<file path="src/rtl/glyph_pkg.sv">
// -----------------------------------------------------------------------------
// glyph_pkg
// Shared types and constants for the character-cell renderer.
//   color_idx_t : 3-bit colour index returned by the font ROM
//   COORD_W     : width of screen coordinates and window offsets
//   PAL_*       : fixed palette colours for indices 2..7
// -----------------------------------------------------------------------------
package glyph_pkg;

    localparam int COORD_W = 10;

    typedef logic [2:0] color_idx_t;

    localparam logic [23:0] PAL_RED    = 24'hFF0000;
    localparam logic [23:0] PAL_GREEN  = 24'h00FF00;
    localparam logic [23:0] PAL_BLUE   = 24'h0000FF;
    localparam logic [23:0] PAL_YELLOW = 24'hFFFF00;
    localparam logic [23:0] PAL_CYAN   = 24'h00FFFF;
    localparam logic [23:0] PAL_WHITE  = 24'hFFFFFF;

endpackage

</file>
<file path="src/rtl/glyph_palette.sv">
// -----------------------------------------------------------------------------
// glyph_palette
// Combinational colour-index to RGB decoder.
//   i_idx    : colour index from the font ROM
//   i_fg_rgb : colour for index 1
//   i_bg_rgb : colour for index 0
//   o_rgb    : decoded 24-bit colour (indices 2..7 are fixed colours)
// -----------------------------------------------------------------------------
module glyph_palette
    import glyph_pkg::*;
(
    input  color_idx_t  i_idx,
    input  logic [23:0] i_fg_rgb,
    input  logic [23:0] i_bg_rgb,
    output logic [23:0] o_rgb
);

    always_comb begin
        o_rgb = i_bg_rgb;
        case (i_idx)
            3'd0:    o_rgb = i_bg_rgb;
            3'd1:    o_rgb = i_fg_rgb;
            3'd2:    o_rgb = PAL_RED;
            3'd3:    o_rgb = PAL_GREEN;
            3'd4:    o_rgb = PAL_BLUE;
            3'd5:    o_rgb = PAL_YELLOW;
            3'd6:    o_rgb = PAL_CYAN;
            default: o_rgb = PAL_WHITE;
        endcase
    end

endmodule

</file>
<file path="src/rtl/glyph_renderer.sv">
// -----------------------------------------------------------------------------
// glyph_renderer
// Draws one glyph from a shared font ROM at a programmable origin, with
// optional 2^SCALE_LOG2 magnification. Pixel sampled at edge t is visible on
// RGB/rgb_valid/in_glyph after edge t+LAT (LAT = ROM_LAT+2); rom_addr for it
// is visible after edge t+1.
//
// Ports:
//   clk, rst            : pixel clock, synchronous active-high reset
//   pix_valid           : current coordinates are an active-area pixel
//   frame_start         : one-cycle pulse per frame (blink timing only)
//   char                : character code
//   fg_rgb / bg_rgb     : colours for ROM index 1 / 0
//   initialX / initialY : glyph origin
//   currentX / currentY : scan position
//   rom_addr            : registered font ROM address
//   rom_q               : colour index from the ROM, ROM_LAT cycles later
//   RGB                 : pixel colour (0 outside the window or when invalid)
//   rgb_valid, in_glyph : pix_valid / window flag aligned to RGB
//
// Build option: define GLYPH_BLINK_EN to make char[7] a blink attribute;
// otherwise the full 8-bit code is used and frame_start is ignored.
// -----------------------------------------------------------------------------
module glyph_renderer
    import glyph_pkg::*;
#(
    parameter  int GLYPH_W      = 8,
    parameter  int GLYPH_H      = 16,
    parameter  int SCALE_LOG2   = 0,
    parameter  int CHAR_MIN     = 32,
    parameter  int CHAR_MAX     = 126,
    parameter  int SUBST_CHAR   = 63,
    parameter  int ROM_LAT      = 1,
    parameter  int BLINK_FRAMES = 30,
    localparam int ADDR_W       = $clog2((CHAR_MAX - CHAR_MIN + 1) * GLYPH_W * GLYPH_H),
    localparam int LAT          = ROM_LAT + 2
) (
    input  logic                clk,
    input  logic                rst,
    input  logic                pix_valid,
    input  logic                frame_start,
    input  logic [7:0]          char,
    input  logic [23:0]         fg_rgb,
    input  logic [23:0]         bg_rgb,
    input  logic [COORD_W-1:0]  initialX,
    input  logic [COORD_W-1:0]  initialY,
    input  logic [COORD_W-1:0]  currentX,
    input  logic [COORD_W-1:0]  currentY,
    output logic [ADDR_W-1:0]   rom_addr,
    input  logic [2:0]          rom_q,
    output logic [23:0]         RGB,
    output logic                rgb_valid,
    output logic                in_glyph
);

    localparam int NUM_CHARS = CHAR_MAX - CHAR_MIN + 1;
    localparam int IDX_W     = (NUM_CHARS > 1) ? $clog2(NUM_CHARS) : 1;
    localparam int CELL      = GLYPH_W * GLYPH_H;

    localparam logic [COORD_W:0]  WIN_W     = (COORD_W + 1)'(GLYPH_W << SCALE_LOG2);
    localparam logic [COORD_W:0]  WIN_H     = (COORD_W + 1)'(GLYPH_H << SCALE_LOG2);
    localparam logic [7:0]        CODE_MIN  = 8'(CHAR_MIN);
    localparam logic [7:0]        CODE_MAX  = 8'(CHAR_MAX);
    localparam logic [IDX_W-1:0]  SUBST_IDX = IDX_W'(SUBST_CHAR - CHAR_MIN);

    logic [COORD_W-1:0] w_dx;
    logic [COORD_W-1:0] w_dy;
    logic               w_win;
    logic [7:0]         w_code;
    logic               w_hide;
    logic [IDX_W-1:0]   w_idx;
    logic [ADDR_W-1:0]  w_addr;
    logic [23:0]        w_pal_rgb;

    logic [COORD_W-1:0] r_dx;
    logic [COORD_W-1:0] r_dy;
    logic [IDX_W-1:0]   r_idx;

    // Qualifier shift registers; index 0 is the stage-0 register, index
    // LAT-1 feeds the output register alongside rom_q.
    logic [LAT-1:0]     r_valid_sr;
    logic [LAT-1:0]     r_win_sr;
    logic [LAT-1:0]     r_hide_sr;
    logic [23:0]        r_fg_sr [LAT];
    logic [23:0]        r_bg_sr [LAT];

`ifdef GLYPH_BLINK_EN
    localparam int BCNT_W = (BLINK_FRAMES > 1) ? $clog2(BLINK_FRAMES) : 1;

    logic [BCNT_W-1:0] r_blink_cnt;
    logic              r_blink_hidden;

    always_ff @(posedge clk) begin
        if (rst) begin
            r_blink_cnt    <= '0;
            r_blink_hidden <= 1'b0;
        end else if (frame_start) begin
            if (r_blink_cnt == BCNT_W'(BLINK_FRAMES - 1)) begin
                r_blink_cnt    <= '0;
                r_blink_hidden <= ~r_blink_hidden;
            end else begin
                r_blink_cnt <= r_blink_cnt + BCNT_W'(1);
            end
        end
    end

    assign w_code = {1'b0, char[6:0]};
    assign w_hide = char[7] & r_blink_hidden;
`else
    logic w_unused_frame_start;
    assign w_unused_frame_start = frame_start;
    assign w_code = char;
    assign w_hide = 1'b0;
`endif

    // Unsigned offsets: a scan position left of / above the origin wraps to a
    // large value and so falls outside the window without a signed compare.
    assign w_dx  = currentX - initialX;
    assign w_dy  = currentY - initialY;
    assign w_win = ({1'b0, w_dx} < WIN_W) && ({1'b0, w_dy} < WIN_H);
    assign w_idx = ((w_code >= CODE_MIN) && (w_code <= CODE_MAX)) ?
                   IDX_W'(w_code - CODE_MIN) : SUBST_IDX;

    assign w_addr = ADDR_W'(r_idx) * ADDR_W'(CELL)
                  + ADDR_W'(r_dy >> SCALE_LOG2) * ADDR_W'(GLYPH_W)
                  + ADDR_W'(r_dx >> SCALE_LOG2);

    always_ff @(posedge clk) begin
        if (rst) begin
            r_dx       <= '0;
            r_dy       <= '0;
            r_idx      <= '0;
            r_valid_sr <= '0;
            r_win_sr   <= '0;
            r_hide_sr  <= '0;
            for (int i = 0; i < LAT; i++) begin
                r_fg_sr[i] <= '0;
                r_bg_sr[i] <= '0;
            end
        end else begin
            r_dx       <= w_dx;
            r_dy       <= w_dy;
            r_idx      <= w_idx;
            r_valid_sr <= {r_valid_sr[LAT-2:0], pix_valid};
            r_win_sr   <= {r_win_sr[LAT-2:0], w_win};
            r_hide_sr  <= {r_hide_sr[LAT-2:0], w_hide};
            r_fg_sr[0] <= fg_rgb;
            r_bg_sr[0] <= bg_rgb;
            for (int i = 1; i < LAT; i++) begin
                r_fg_sr[i] <= r_fg_sr[i-1];
                r_bg_sr[i] <= r_bg_sr[i-1];
            end
        end
    end

    // Holding the address outside the window avoids needless ROM toggling.
    always_ff @(posedge clk) begin
        if (rst) begin
            rom_addr <= '0;
        end else if (r_win_sr[0]) begin
            rom_addr <= w_addr;
        end
    end

    glyph_palette u_palette (
        .i_idx    (color_idx_t'(rom_q)),
        .i_fg_rgb (r_fg_sr[LAT-1]),
        .i_bg_rgb (r_bg_sr[LAT-1]),
        .o_rgb    (w_pal_rgb)
    );

    always_ff @(posedge clk) begin
        if (rst) begin
            RGB       <= '0;
            rgb_valid <= 1'b0;
            in_glyph  <= 1'b0;
        end else begin
            rgb_valid <= r_valid_sr[LAT-1];
            in_glyph  <= r_win_sr[LAT-1];
            if (!r_valid_sr[LAT-1] || !r_win_sr[LAT-1]) begin
                RGB <= '0;
            end else if (r_hide_sr[LAT-1]) begin
                RGB <= r_bg_sr[LAT-1];
            end else begin
                RGB <= w_pal_rgb;
            end
        end
    end

endmodule

</file>
<file path="config.mk">
export PLATFORM = sky130hd
export DESIGN_NAME = glyph_renderer
export DESIGN_NICKNAME = d
export VERILOG_FILES = /design/src/rtl/glyph_pkg.sv /design/src/rtl/glyph_palette.sv /design/src/rtl/glyph_renderer.sv
export SDC_FILE = /design/constraint.sdc
export NUM_CORES = 1
export LEC_CHECK = 0
export CAP_MARGIN = 20
export CORE_UTILIZATION = 51
export DETAILED_ROUTE_END_ITERATION = 8
export PLACE_DENSITY = 0.76
export SETUP_SLACK_MARGIN = 0.2
export SLEW_MARGIN = 15
export SYNTH_ARGS = -nofsm -noshare
export SYNTH_HDL_FRONTEND = slang
export SYNTH_SLANG_ARGS = --single-unit
</file>
<file path="constraint.sdc">
create_clock -name clk -period 6.06 [get_ports clk]
set_input_delay 0.606 -clock clk [delete_from_list [all_inputs] [get_ports clk]]
set_output_delay 0.606 -clock clk [all_outputs]
set_load 0.005 [all_outputs]
</file>
# == After elaboration in Yosys (flattened, before gate mapping) ==
# Memories as Yosys holds them, arrays and structs flattened.
# Index checks and enable logic that the tools add are counted.
# totals
reg_bits,76
inputBits,103
ram_bits,144
output_inout_bits,40
elab_cells,56
memories,2
# mem_list
memory,depth,width,read_ports,rd_clocked_by_memory_dff,write_ports,line_no,rtl
r_bg_sr,3,24,3,0,3,glyph_renderer.sv:85,logic [23:0] r_bg_sr [LAT];
r_fg_sr,3,24,3,0,3,glyph_renderer.sv:84,logic [23:0] r_fg_sr [LAT];
# classes
n_reduce_logical,8
magnitude_cmp,4
mux,12
n_bitwise,7
addsub,5
eq_ne,6
# op_table
cell,n
$mux W24,7
$pmux W24 S7,1
$sub A10 B10 Y10,2
$add A14 B10 Y14,1
$add A14 B13 Y14,1
$lt A10 B4 Y1 const B,1
$lt A10 B5 Y1 const B,1
$eq A3 B3 Y1 const B,3
$ge A8 B6 Y1 const B,1
$le A8 B7 Y1 const B,1
$sub A7 B6 Y7 const B,1
$eq A3 B2 Y1 const B,2
$or A1 B1 Y1,6
$mux W5,1
$reduce_or A2 Y1,2
$eq A3 B1 Y1 const B,1
$logic_not A3 Y1,1
$mux W1,3
$logic_and A1 B1 Y1,2
$logic_not A1 Y1,2
$logic_or A1 B1 Y1,1
$not A1 Y1,1

# == Longest topological paths before layout ==
# Gate-level depths: netlist of the first run.
# logic_depth
depth_word,4
mapped_depth,11

# == By module ==
# From an unflattened synthesis of the first run, not the netlist that was laid out.
# unflattened
hier_cells,764
area_unflattened_um2,8140.3
# by_module_without_submodules
mod,cells_each,n_inst,area_per_inst_um2,seq_area_each_um2
glyph_renderer,675,1,7382.1,4344.2
glyph_palette,89,1,758.2,0.0

# == Worst setup path before layout of the first run ==
# OpenSTA, ideal clock, no wires.
# synth_timing
kind,register to register
from,register r_dx[4]
to,register rom_addr[12]
required_ns,5.965
stages_incl_launch_ff,12
setup_time_ns,0.095
path_slack_ns,3.556
arrival_ns,2.409
cell_sequence,dfxtp_1 > ha_1 > ha_1 > inv_1 > fa_1 > and2b_1 > o21ai_1 > a21boi_2 > o21ai_1 > a211o_1 > or4b_1 > o311ai_1
# synth_between
elab_chain_len,1
# synth_rtl
item,line_no,rtl
"start, declared",glyph_renderer.sv:75,logic [COORD_W-1:0] r_dx;
"start signal, assigned",glyph_renderer.sv:141,r_dx <= w_dx;
$add A14 B10 Y14,glyph_renderer.sv:126,+ ADDR_W'(r_dx >> SCALE_LOG2);
"end signal, assigned",glyph_renderer.sv:161,rom_addr <= w_addr;
"end, declared",glyph_renderer.sv:49,"output logic [ADDR_W-1:0] rom_addr,"
# No other way between the ends.
# A chain may end at the register's enable or synchronous reset.

# == Final worst setup path of the first run ==
# layout_timing
from,input initialY[0]
to,register r_win_sr[0]
# layout_between
elab_chain_len,3
# layout_rtl
item,line_no,rtl
"start, declared",glyph_renderer.sv:46,"input logic [COORD_W-1:0] initialY,"
$sub A10 B10 Y10,glyph_renderer.sv:119,assign w_dy = currentY - initialY;
$lt A10 B5 Y1,glyph_renderer.sv:120,"assign w_win = ({1'b0, w_dx} < WIN_W) && ({1'b0, w_dy} < WIN_H);"
$logic_and A1 B1 Y1,glyph_renderer.sv:120,
"end signal, assigned",glyph_renderer.sv:145,"r_win_sr <= {r_win_sr[LAT-2:0], w_win};"
"end, declared",glyph_renderer.sv:82,logic [LAT-1:0] r_win_sr;
# No other way between the ends.

==> summary.md, run 1 <==
| Metric | Value |
|---|---|
| Post-Synth Simple-Gate Area | `0.210` |
| Clock Sinks | `217` |
| Post-DP HPWL | `9900 um` |
| Antenna diodes | `0` |
| Total track usage | `0.187` |
| Largest family of logic cells by synthesized area | `simple AND/OR/NAND/NOR gates` |
| Crit Path Max Fanout | `3` |
| Overall die width | `125 um` |
| Cts hold-fix bufs | `0` |
| Worst path cell trace | `clkdlybuf4s50_1 > ha_1 > inv_1 > fa_1 > a21o_1 > a21oi_1 > xor2_1 > nand4b_1 > nor4bb_1 > and3_1 > and4_1` |
| Post-synthesis compound-gate area fraction | `0.0834` |
| Die area | `0.0156 mm^2` |
| Wl on met1 | `6390 um` |
| Placer Congestion | `0.795` |
| Clk_skew | `9.20 ps` |
| Ys Warns | `0` |
| Post-synth EDFFs | `0` |
| Pleak | `0.00401 uW` |
| Fin nets | `1027` |
| Max rail drop VDD | `239 uV` |
| Setup tns final | `0 ps` |
| Max Clock Freq | `359 MHz` |
| Top Metal Used | `met4` |
| Asr flop ratio synth | `0` |
| Core area | `0.0146 mm^2` |
| Worst-skew pair later-pin latency | `480 ps` |
| Yosys cell types | `50` |
| Sequential area share after synthesis | `0.565` |
| Syn Std Cell Area | `0.00769 mm^2` |
| CTS HTree Levels | `1` |
| Slew margin rel. | `0.403` |
| Die height | `125 um` |
| Fin crit period | `2790 ps` |
| GRT Residual Overflow | `0` |
| Max-cap violations | `0` |
| Bufs on Longest Clock Path | `3` |
| Vias | `5248` |
| Post-synthesis net count | `895` |
| Fin. Hold Viols | `0` |
| Worst Tran Pin Value | `894 ps` |
| HP Class | `reg2reg` |
| Mux contribution to synthesized area | `0.0169` |
| Worst Path Buf+Inv | `2` |
| Hold Crit Start | `r_fg_sr[0][2]` |
| I/O pin cnt | `143` |
| FP Rows | `44` |
| Arrival time at the worst endpoint | `3210 ps` |
| Met3 routed WL | `602 um` |
| Setup violators final | `0` |
| CTS root buffer | `clkbuf_16` |
| Share of cells above drive strength 1 | `0.0413` |
| TritonCTS buffer count | `21` |
| First-pass GRT wire length | `24000 um` |
| First-pass DRT Iterations | `7` |
| Residual DRC | `10` |
| Most common cell after layout, fill and taps aside | `dfxtp_1` |
| Final period util | `0.460` |
| Placed cells | `1044` |
| Setup Fix Bufs, Post-CTS | `0` |
| Hold path depth | `1` |
| Synth Area in Adders | `0.0725` |
| CTS tree | `yes` |
| Clk slew on worst S/H paths | `60 ps` |
| Slew Viols, Final | `0` |
| Largest delay contributor family on the critical path | `simple AND/OR/NAND/NOR gates` |
| Initial Util | `0.525` |
| Outcome | `complete, but fails checks` |
| IO Port Bufs | `141` |
| Failing checks | `design-rule violations` |
| Post-cts gate resize count | `0` |
| Post-DR vias/cell | `4.86` |
| Routed Antenna Nets | `0` |
| Initial antenna violation count | `0` |
| Most frequent cells in the layout | `dfxtp_1 (217), nor2b_1 (157), clkdlybuf4s50_1 (140)` |
| Layout area overhead | `28.7%` |
| R2R Path End | `rom_addr[12]` |
| Iter 0 DRT Violations | `333` |
| Slowest-stage cell, CP | `clkdlybuf4s50_1` |
| Worst R2R Path Depth | `11` |
| Post-synthesis average cell area | `10.2 um^2` |
| Top FF cell, synth | `dfxtp_1` |
| Worst r2r src | `r_dy[1]` |
| Non-filler instance count after layout | `1079` |
| Post-synthesis register bit count | `217` |
| Tot Pwr | `3110 uW` |
| Detailed Route WL | `14100 um` |
| Metal2 WL | `6930 um` |
| Worst Hold Endpoint | `r_fg_sr[0][26]` |
| Crit path required time | `6480 ps` |
| WL/cell | `13.1 um` |
| Kind of critical path | `in2reg` |
| Vias in the first global route | `5251` |
| Xor/xnor cell area share of the yosys netlist | `0.0228` |
| Largest net degree at the start of global routing | `126` |
| Worst path max stage delay | `460 ps` |
| R2r setup slk | `3380 ps` |
| Cells after Synth | `751` |
| Power Dens Cells | `314 mW/mm^2` |
| Critical path endpoint category | `register` |
| Crit start category | `primary input` |
| Unrepaired setup endpoints after global routing | `false` |
==> how the worst max path moves through the flow <==
stage | start | end | cells after the start
after global routing | currentY[0] | r_win_sr[0] | 12
after CTS | initialY[0] | r_win_sr[0] | 11
after global placement | initialY[0] | r_win_sr[0] | 11
after floorplan | r_dx[4] | rom_addr[12] | 11
final | initialY[0] | r_win_sr[0] | 11
after detailed placement | initialY[0] | r_win_sr[0] | 11
==> synth_stat cells, drive strengths merged, types with 2 or more instances <==
| master | count | share of area |
|---|---|---|
| or2 | 2 | 0.0016 |
| nand2b | 3 | 0.0024 |
| and4 | 2 | 0.0023 |
| and2 | 2 | 0.0016 |
| a31oi | 2 | 0.0016 |
| xnor2 | 12 | 0.014 |
| o41ai | 2 | 0.0033 |
| ha | 35 | 0.057 |
| nor2 | 85 | 0.041 |
| nand3 | 2 | 0.0013 |
| nor3 | 10 | 0.0065 |
| nor2b | 157 | 0.13 |
| a21boi | 3 | 0.0039 |
| mux2i | 13 | 0.017 |
| fa | 6 | 0.016 |
| dfxtp | 217 | 0.56 |
| inv | 27 | 0.013 |
| and3 | 4 | 0.0033 |
| o21a | 3 | 0.0029 |
| a221oi | 8 | 0.0091 |
| xor2 | 8 | 0.0091 |
| buf | 8 | 0.0039 |
| o21bai | 3 | 0.0029 |
| a2111oi | 2 | 0.0023 |
| o311ai | 2 | 0.0023 |
| o21ai | 15 | 0.0098 |
| a21oi | 36 | 0.023 |
| a21o | 6 | 0.0059 |
| nand4 | 2 | 0.0016 |
| a211oi | 11 | 0.011 |
| nand4b | 2 | 0.0023 |
| nand2 | 24 | 0.012 |
| clkbuf | 25 | 0.012 |
==> flip-flops by register name, indices dropped and copies added, names as in the netlist <==
signal / count
r_fg_sr: 72
in_glyph: 1
r_win_sr: 3
r_bg_sr: 72
r_dx: 10
r_idx: 7
rgb_valid: 1
r_dy: 10
rom_addr: 14
r_valid_sr: 3
RGB: 24
==> layout make-up <==
| cell class | count | area [um^2] |
|---|---|---|
| clock inverters | 3 | 46.3 |
| fillers | 1109 | 4740 |
| multi-input cells | 473 | 3120 |
| well taps | 184 | 230 |
| flip-flops and latches | 217 | 4340 |
| repair buffers | 142 | 1420 |
| clock buffers | 32 | 637 |
| inverters | 28 | 105 |
==> power by group <==
part / leakage, uW / switching, uW / internal (uW)
Sequential: 0.00178 / 18.2 / 1490
Clock: 0.000333 / 493 / 763
Combinational: 0.00190 / 173 / 181
Total: 0.00401 / 684 / 2430
==> per-stage QoR <==
| step | hold slack [ps] | worst slack, ps | utilization | cell area [um^2] |
|---|---|---|---|---|
| final | 435 | 3270 | 0.676 | 9900 |
| after global routing | 448 | 3070 | 0.676 | 9900 |
| after CTS | 435 | 3300 | 0.676 | 9900 |
| after detailed placement | 420 | 2820 | 0.630 | 9220 |
| after global placement | 417 | 2880 | 0.630 | 9220 |
| after floorplan | 414 | 3560 | - | 7690 |
==> kinds of logic after synthesis <==
| group | after synthesis |
|---|---|
| buffers and inverters | 61 |
| flip-flops | 217 |
| AND/OR/NAND/NOR | 301 |
| AO/OA/AOI/OAI | 98 |
| adder cells (fa/ha/maj) | 41 |
| multiplexers | 13 |
| XOR/XNOR | 20 |
==> routing by layer <==
metal / vias to the layer above / GRT usage
met2: 115 / 0.333
met5: - / 0
met1: 2395 / 0.236
met4: 0 / 0.0495
li1: 2718 / -
met3: 20 / 0.0279
==> worst register-to-register path, stage by stage, from the launching register on <==
cell and delay [ps]:
dfxtp_1 300, ha_1 270, ha_1 160, inv_1 60, fa_1 390, and2b_1 220
o21ai_1 80, a21boi_2 170, o21ai_1 90, a211o_1 280, or4b_1 470, o311ai_1 90
No activity file was read; power rests on OpenSTA's default activity.
==> inputs of run 2 (changes only) <==
--- a/config.mk
+++ b/config.mk
@@ -6,9 +6,9 @@
 export NUM_CORES = 1
 export LEC_CHECK = 0
 export CAP_MARGIN = 20
-export CORE_UTILIZATION = 51
+export CORE_UTILIZATION = 47
 export DETAILED_ROUTE_END_ITERATION = 8
-export PLACE_DENSITY = 0.76
+export PLACE_DENSITY = 0.74
 export SETUP_SLACK_MARGIN = 0.2
 export SLEW_MARGIN = 15
 export SYNTH_ARGS = -nofsm -noshare
==> constraint.sdc (replaced) <==
create_clock -name clk -period 2.5 [get_ports clk]
set_input_delay 0.25 -clock clk [delete_from_list [all_inputs] [get_ports clk]]
set_output_delay 0.25 -clock clk [all_outputs]
set_load 0.005 [all_outputs]
==> run 2 against run 1 <==
Net effect: the flow finishes with violations (negative setup slack); largest cell class unchanged; setup slack worse by 3400 ps; largest power group unchanged; core utilization down 3.3 points; register-to-register slack worse by 3500 ps.
==> summary.md, run 2 (same netlist as run 1, synthesis figures left out) <==
| Metric | Value |
|---|---|
| Outcome | `complete, but fails checks (unchanged)` |
| Failing checks | `negative setup slack (was design-rule violations)` |
| Most common cell after layout, fill and taps aside | `dfxtp_1 (unchanged)` |
| Largest registers | `r_bg_sr (72), r_fg_sr (72), RGB (24) (unchanged)` |
| Fin. Hold Viols | `0 (unchanged)` |
| CTS tree | `yes (unchanged)` |
| Die height | `130 um (was 125 um)` |
| Worst-skew pair later-pin latency | `470 ps (was 480 ps)` |
| Total track usage | `0.165 (was 0.187)` |
| Post-DP HPWL | `9750 um (was 9900 um)` |
| Crit path required time | `2880 ps (was 6480 ps)` |
| GRT Residual Overflow | `0 (unchanged)` |
| Setup ws final | `-98.1 ps (was 3270 ps)` |
| Clk slew on worst S/H paths | `60 ps (about the same)` |
| Clk_skew | `5.51 ps (was 9.20 ps)` |
| Dpl cell area | `0.00938 mm^2 (was 0.00922 mm^2)` |
| WHS | `114 ps (was 435 ps)` |
| Core area | `0.0159 mm^2 (was 0.0146 mm^2)` |
| Placer Congestion | `0.779 (was 0.795)` |
| Slew Viols, Final | `0 (unchanged)` |
| Fin nets | `1050 (was 1027)` |
| HP Class | `in2reg (was reg2reg)` |
| Max-cap violations | `0 (unchanged)` |
| Critical path startpoint | `r_dx[4] (was initialY[0])` |
| Detailed Route WL | `13900 um (was 14100 um)` |
| Pre-CTS WS | `-280 ps (was 2820 ps)` |
| Share of cells above drive strength 1 | `0.0839 (was 0.0413)` |
| IO Port Bufs | `141 (unchanged)` |
| Die area | `0.0169 mm^2 (was 0.0156 mm^2)` |
| Worst R2R Path Depth | `11 (unchanged)` |
| Most frequent cells in the layout | `dfxtp_1 (216), nor2b_1 (156), clkdlybuf4s50_1 (138) (was dfxtp_1 (217), nor2b_1 (157), clkdlybuf4s50_1 (140))` |
| TritonCTS buffer count | `21 (unchanged)` |
| WL/cell | `12.2 um (was 13.1 um)` |
| Unrepaired setup endpoints after global routing | `true (was false)` |
| Pleak | `0.00417 uW (was 0.00401 uW)` |
| Critical path endpoint category | `register (unchanged)` |
| Critical Path Sink | `rom_addr[12] (was r_win_sr[0])` |
| Overall die width | `130 um (was 125 um)` |
| Initial Util | `0.483 (was 0.525)` |
| Iter 0 DRT Violations | `294 (was 333)` |
| Worst Tran Pin Value | `870 ps (was 894 ps)` |
| Crit start category | `register (was primary input)` |
| Initial antenna violation count | `1 (was 0)` |
| Vias in the first global route | `4792 (was 5251)` |
| R2r setup slk | `-100 ps (was 3380 ps)` |
| FP Rows | `46 (was 44)` |
| Clock Sinks | `217 (unchanged)` |
| Finished Cell Area | `0.0103 mm^2 (was 0.00990 mm^2)` |
| Power Dens Cells | `756 mW/mm^2 (was 314 mW/mm^2)` |
| Layout area overhead | `33.2% (was 28.7%)` |
| Bufs on Longest Clock Path | `3 (unchanged)` |
| Setup violators final | `1 (was 0)` |
| Setup tns final | `-98.1 ps (was 0 ps)` |
| First-pass DRT Iterations | `4 (was 7)` |
| CTS root buffer | `clkbuf_16 (unchanged)` |
| Fin crit period | `2600 ps` |
| Antenna diodes | `0 (unchanged)` |
| Residual DRC | `0 (was 10)` |
| Arrival time at the worst endpoint | `2980 ps (was 3210 ps)` |
| CTS HTree Levels | `1 (unchanged)` |
| Final period util | `1.04` |
| Largest net degree at the start of global routing | `59 (was 126)` |
| R2R Path End | `rom_addr[12] (unchanged)` |
| Kind of critical path | `reg2reg (was in2reg)` |
| First-pass GRT wire length | `22200 um (was 24000 um)` |
| I/O pin cnt | `143 (unchanged)` |
| Crit Path Max Fanout | `2 (was 3)` |
| Max Clock Freq | `385 MHz` |
| Routed Antenna Nets | `0 (unchanged)` |
| Post-DR vias/cell | `4.65 (was 4.86)` |
| Slew margin rel. | `0.418 (was 0.403)` |
| Max rail drop VDD | `581 uV (was 239 uV)` |
| Fill cells | `1300 (was 1109)` |
| Worst r2r src | `r_dx[4] (was r_dy[1])` |
| Vias | `5276 (was 5248)` |
| Cts hold-fix bufs | `0 (unchanged)` |
## run 2: changes by cell type in the layout (fill, tap and decap cells not counted), moves of 2 or more
cell / before / now
buf_4: 1 / 23
ha_1: 35 / 30
ha_4: 0 / 4
fa_1: 6 / 3
fa_2: 0 / 3
clkbuf_1: 4 / 6
clkdlybuf4s50_1: 140 / 138
dlymetal6s2s_1: 0 / 2
o21ai_2: 0 / 2
## run 2: what timing repair did
item / in CTS / in global routing
resized for setup: 11 / 13
setup buffers: 2 / 5
pin swaps: 9 / 15
setup endpoints to repair: 3 / 5
## run 2: report_power, final
group	switching (uW)	leakage, uW	internal (uW)	total (uW)
sequential	38.3	0.00178	3600	3640
combinational	465	0.00205	544	1010
clock	1180	0.000337	1920	3100
total	1680	0.00417	6070	7750
## run 2: area by class of cell
type	count	area, um^2	share of cell area
Sequential cell	217	4350	0.424
Multi-Input combinational cell	473	3240	0.316
Clock buffer	33	631	0.0615
Inverter	28	105	0.0103
Clock inverter	2	60.1	0.00586
Timing Repair Buffer	165	1600	0.156
Tap cell	216	270	0.0264
## run 2: critical path, stage by stage (launching register included)
cell      delay [ps]
dfxtp_1          300
ha_1             270
ha_2             170
inv_1             50
fa_2             330
and2b_1          210
o21ai_2           70
a21boi_2         180
o21ai_2           80
a211o_1          270
or4b_4           490
o311ai_2          90
## run 2: worst min-delay path by stage
| stage | start | to | slack, ps | cells past startpoint |
|---|---|---|---|---|
| floorplan | char[5] | r_idx[5] | 330 | 1 |
| CTS | rst | r_dx[0] | 100 | 2 |
| finish | rst | r_dy[0] | 110 | 2 |
| global route | rst | r_dx[0] | 110 | 2 |
| global placement | r_fg_sr[0][1] | r_fg_sr[0][25] | 420 | 1 |
| detailed placement | r_bg_sr[0][24] | r_bg_sr[0][48] | 420 | 1 |
## run 2: stage by stage
step,total power (uW),instances,util
6_report,7750,1134,0.643
5_1_grt,8100,1134,0.643
4_1_cts,7790,1129,0.637
3_5_place_dp,4610,1092,0.589
3_3_place_gp,4590,1092,0.589
2_1_floorplan,4270,751,-
## run 2: routing by layer
metal	global-route usage	wire length (um)	up-vias
met5	0	0	-
met4	0.0445	290	0
met3	0.0312	635	22
met2	0.273	6330	118
met1	0.221	6610	2371
li1	-	-	2765
==> inputs of run 3 (changes only) <==
--- a/config.mk
+++ b/config.mk
@@ -8,6 +8,7 @@
 export CAP_MARGIN = 20
 export CORE_UTILIZATION = 47
 export DETAILED_ROUTE_END_ITERATION = 8
+export GPL_TIMING_DRIVEN = 0
 export PLACE_DENSITY = 0.74
 export SETUP_SLACK_MARGIN = 0.2
 export SLEW_MARGIN = 15
==> run 3 against run 2 <==
Net effect: the flow still finishes with violations (negative setup slack); sequential power about the same; setup slack worse by 6.7 ps; non-clock buffer count up 17; routed wire length up 7.3%; sequential share of layout area about the same; die area unchanged; core utilization about the same; register-to-register slack about the same; critical path type unchanged.
==> summary.md, run 3 (same netlist as run 1, synthesis figures left out) <==
| Metric | Value |
|---|---|
| Placed cells | `1108 (was 1092)` |
| Bufs on Longest Clock Path | `3 (unchanged)` |
| Routed Antenna Nets | `0 (unchanged)` |
| Most frequent cells in the layout | `dfxtp_1 (216), nor2b_1 (156), clkdlybuf4s50_1 (139) (was dfxtp_1 (216), nor2b_1 (156), clkdlybuf4s50_1 (138))` |
| Pre-CTS WS | `-449 ps (was -280 ps)` |
| Most common cell after layout, fill and taps aside | `dfxtp_1 (unchanged)` |
| Detailed Route WL | `14900 um (was 13900 um)` |
| CTS tree | `yes (unchanged)` |
| Fill cells | `1330 (was 1300)` |
| Power Dens Cells | `743 mW/mm^2 (was 756 mW/mm^2)` |
| First-pass DRT Iterations | `4 (unchanged)` |
| R2r setup slk | `-100 ps (about the same)` |
| Post-Route Utilization | `0.643 (about the same)` |
| Max-cap violations | `0 (unchanged)` |
| Max Clock Freq | `384 MHz (was 385 MHz)` |
| Die height | `130 um (unchanged)` |
| Critical path endpoint category | `register (unchanged)` |
| Fin. Hold Viols | `0 (unchanged)` |
| Setup ws final | `-105 ps (was -98.1 ps)` |
| Storage element area | `0.00435 mm^2 (unchanged)` |
| GRT Residual Overflow | `0 (unchanged)` |
| Max rail drop VDD | `494 uV (was 581 uV)` |
| Setup violators final | `1 (unchanged)` |
| Unrepaired setup endpoints after global routing | `true (unchanged)` |
| Kind of critical path | `reg2reg (unchanged)` |
| FP Rows | `46 (unchanged)` |
| Non-filler instance count after layout | `1149 (was 1134)` |
| Crit Path Max Fanout | `2 (unchanged)` |
| Total track usage | `0.176 (was 0.165)` |
| Worst-skew pair later-pin latency | `480 ps (was 470 ps)` |
| Worst r2r src | `r_dx[4] (unchanged)` |
| Initial antenna violation count | `0 (was 1)` |
| Multi-input logic area | `0.00327 mm^2 (was 0.00324 mm^2)` |
| HP Class | `in2reg (unchanged)` |
| Vias in the first global route | `4823 (was 4792)` |
| Initial Util | `0.483 (unchanged)` |
| Failing checks | `negative setup slack (unchanged)` |
| Hold Crit Start | `initialY[0] (was rst)` |
| Share of cells above drive strength 1 | `0.0707 (was 0.0839)` |
| Worst path cell trace | `ha_4 > ha_4 > inv_2 > fa_2 > and2b_1 > o21ai_2 > a21boi_2 > o21ai_2 > a211o_1 > or4b_1 > o311ai_1 (was ha_1 > ha_2 > inv_1 > fa_2 > and2b_1 > o21ai_2 > a21boi_2 > o21ai_2 > a211o_1 > or4b_4 > o311ai_2)` |
| Iter 0 DRT Violations | `208 (was 294)` |
| Worst Tran Pin Value | `744 ps (was 870 ps)` |
| Residual DRC | `0 (unchanged)` |
| Dpl cell area | `0.00938 mm^2 (about the same)` |
| Slew Viols, Final | `0 (unchanged)` |
| Finished Cell Area | `0.0102 mm^2 (was 0.0103 mm^2)` |
| First-pass GRT wire length | `23200 um (was 22200 um)` |
| Worst path max stage delay | `470 ps (was 490 ps)` |
| Crit path required time | `2880 ps (about the same)` |
| Critical path startpoint | `r_dx[4] (unchanged)` |
| CTS HTree Levels | `1 (unchanged)` |
| Final period util | `1.04 (about the same)` |
| Die area | `0.0169 mm^2 (unchanged)` |
| Post-DR vias/cell | `4.69 (was 4.65)` |
| I/O pin cnt | `143 (unchanged)` |
| Crit start category | `register (unchanged)` |
| Slew margin rel. | `0.491 (was 0.418)` |
| Post-DP HPWL | `11000 um (was 9750 um)` |
| Layout area overhead | `33.2% (about the same)` |
| WL/cell | `12.9 um (was 12.2 um)` |
| Overall die width | `130 um (unchanged)` |
| Slowest-stage cell, CP | `or4b_1 (was or4b_4)` |
| TritonCTS buffer count | `21 (unchanged)` |
| Fin nets | `1067 (was 1050)` |
| Pleak | `0.00412 uW (was 0.00417 uW)` |
| Largest net degree at the start of global routing | `15 (was 59)` |
| Core area | `0.0159 mm^2 (unchanged)` |
| Tot Pwr | `7620 uW (was 7750 uW)` |
| IO Port Bufs | `141 (unchanged)` |
| Largest registers | `r_bg_sr (72), r_fg_sr (72), RGB (24) (unchanged)` |
| Clk slew on worst S/H paths | `60 ps (about the same)` |
| Antenna diodes | `0 (unchanged)` |
| CTS root buffer | `clkbuf_16 (unchanged)` |
| Worst R2R Path Depth | `11 (unchanged)` |
| Arrival time at the worst endpoint | `2990 ps (was 2980 ps)` |
| Clk_skew | `7.10 ps (was 5.51 ps)` |
| Clock Sinks | `217 (unchanged)` |
| Placer Congestion | `0.791 (was 0.779)` |
| Hold path depth | `3 (was 2)` |
| Outcome | `complete, but fails checks (unchanged)` |
| Cts hold-fix bufs | `0 (unchanged)` |
| Vias | `5391 (was 5276)` |
| Fin crit period | `2600 ps (about the same)` |
run 3: changes by cell type in the layout (fill, tap and decap cells not counted), moves of 2 or more:
cell      change
clkbuf_1     +20
buf_4        -15
buf_1         +8
clkinv_2      +3
buf_6         -2
ha_4          +2
o311ai_1      +2
run 3: worst paths after layout:
| kind | to |
|---|---|
| worst max register to register | rom_addr[12] |
| worst max-delay path | rom_addr[12] |
| worst min register to register | r_fg_sr[0][36] |
| worst min-delay path | r_dy[0] |
run 3: final cells by class:
type,instances,share of cell area
Multi-Input combinational cell,473,0.319
Inverter,28,0.0103
Sequential cell,217,0.424
Buffer,33,0.0121
Clock buffer,27,0.0583
Timing Repair Buffer,149,0.144
Tap cell,216,0.0264
Clock inverter,6,0.00598
run 3: worst max-delay path, delay by kind of cell (launching register included):
family,cells,cell delay [ps]
simple gates,2,680
buf+inv,1,30
flops,1,320
compound gates,5,740
fa+ha+maj,3,730
run 3: timing repair:
action | 4_1_cts | 5_1_grt
pin swaps | 14 | 14
endpoints found under the setup margin | 3 | 5
gates resized for setup | 12 | 16
setup buffers | 2 | 6
run 3: layer usage:
layer  track usage  vias up  routed length [um]
met3        0.0299       22                 766
met2         0.283      123                6770
met4        0.0451        0                 212
li1              -     2791                   -
met5             0        -                   0
met1         0.245     2455                7120
run 3: where the power goes:
part	leakage, uW	internal [uW]	total (uW)	switching [uW]
Sequential	0.00178	3600	3650	43.8
Clock	0.000326	1780	2980	1200
Combinational	0.00201	523	993	470
run 3: through the flow:
step / TNS (ps) / hold slack, ps
5_1_grt: -209 / 123
4_1_cts: -123 / 310
3_3_place_gp: -648 / 417
2_1_floorplan: 0 / 329
3_5_place_dp: -733 / 420
6_report: -105 / 116
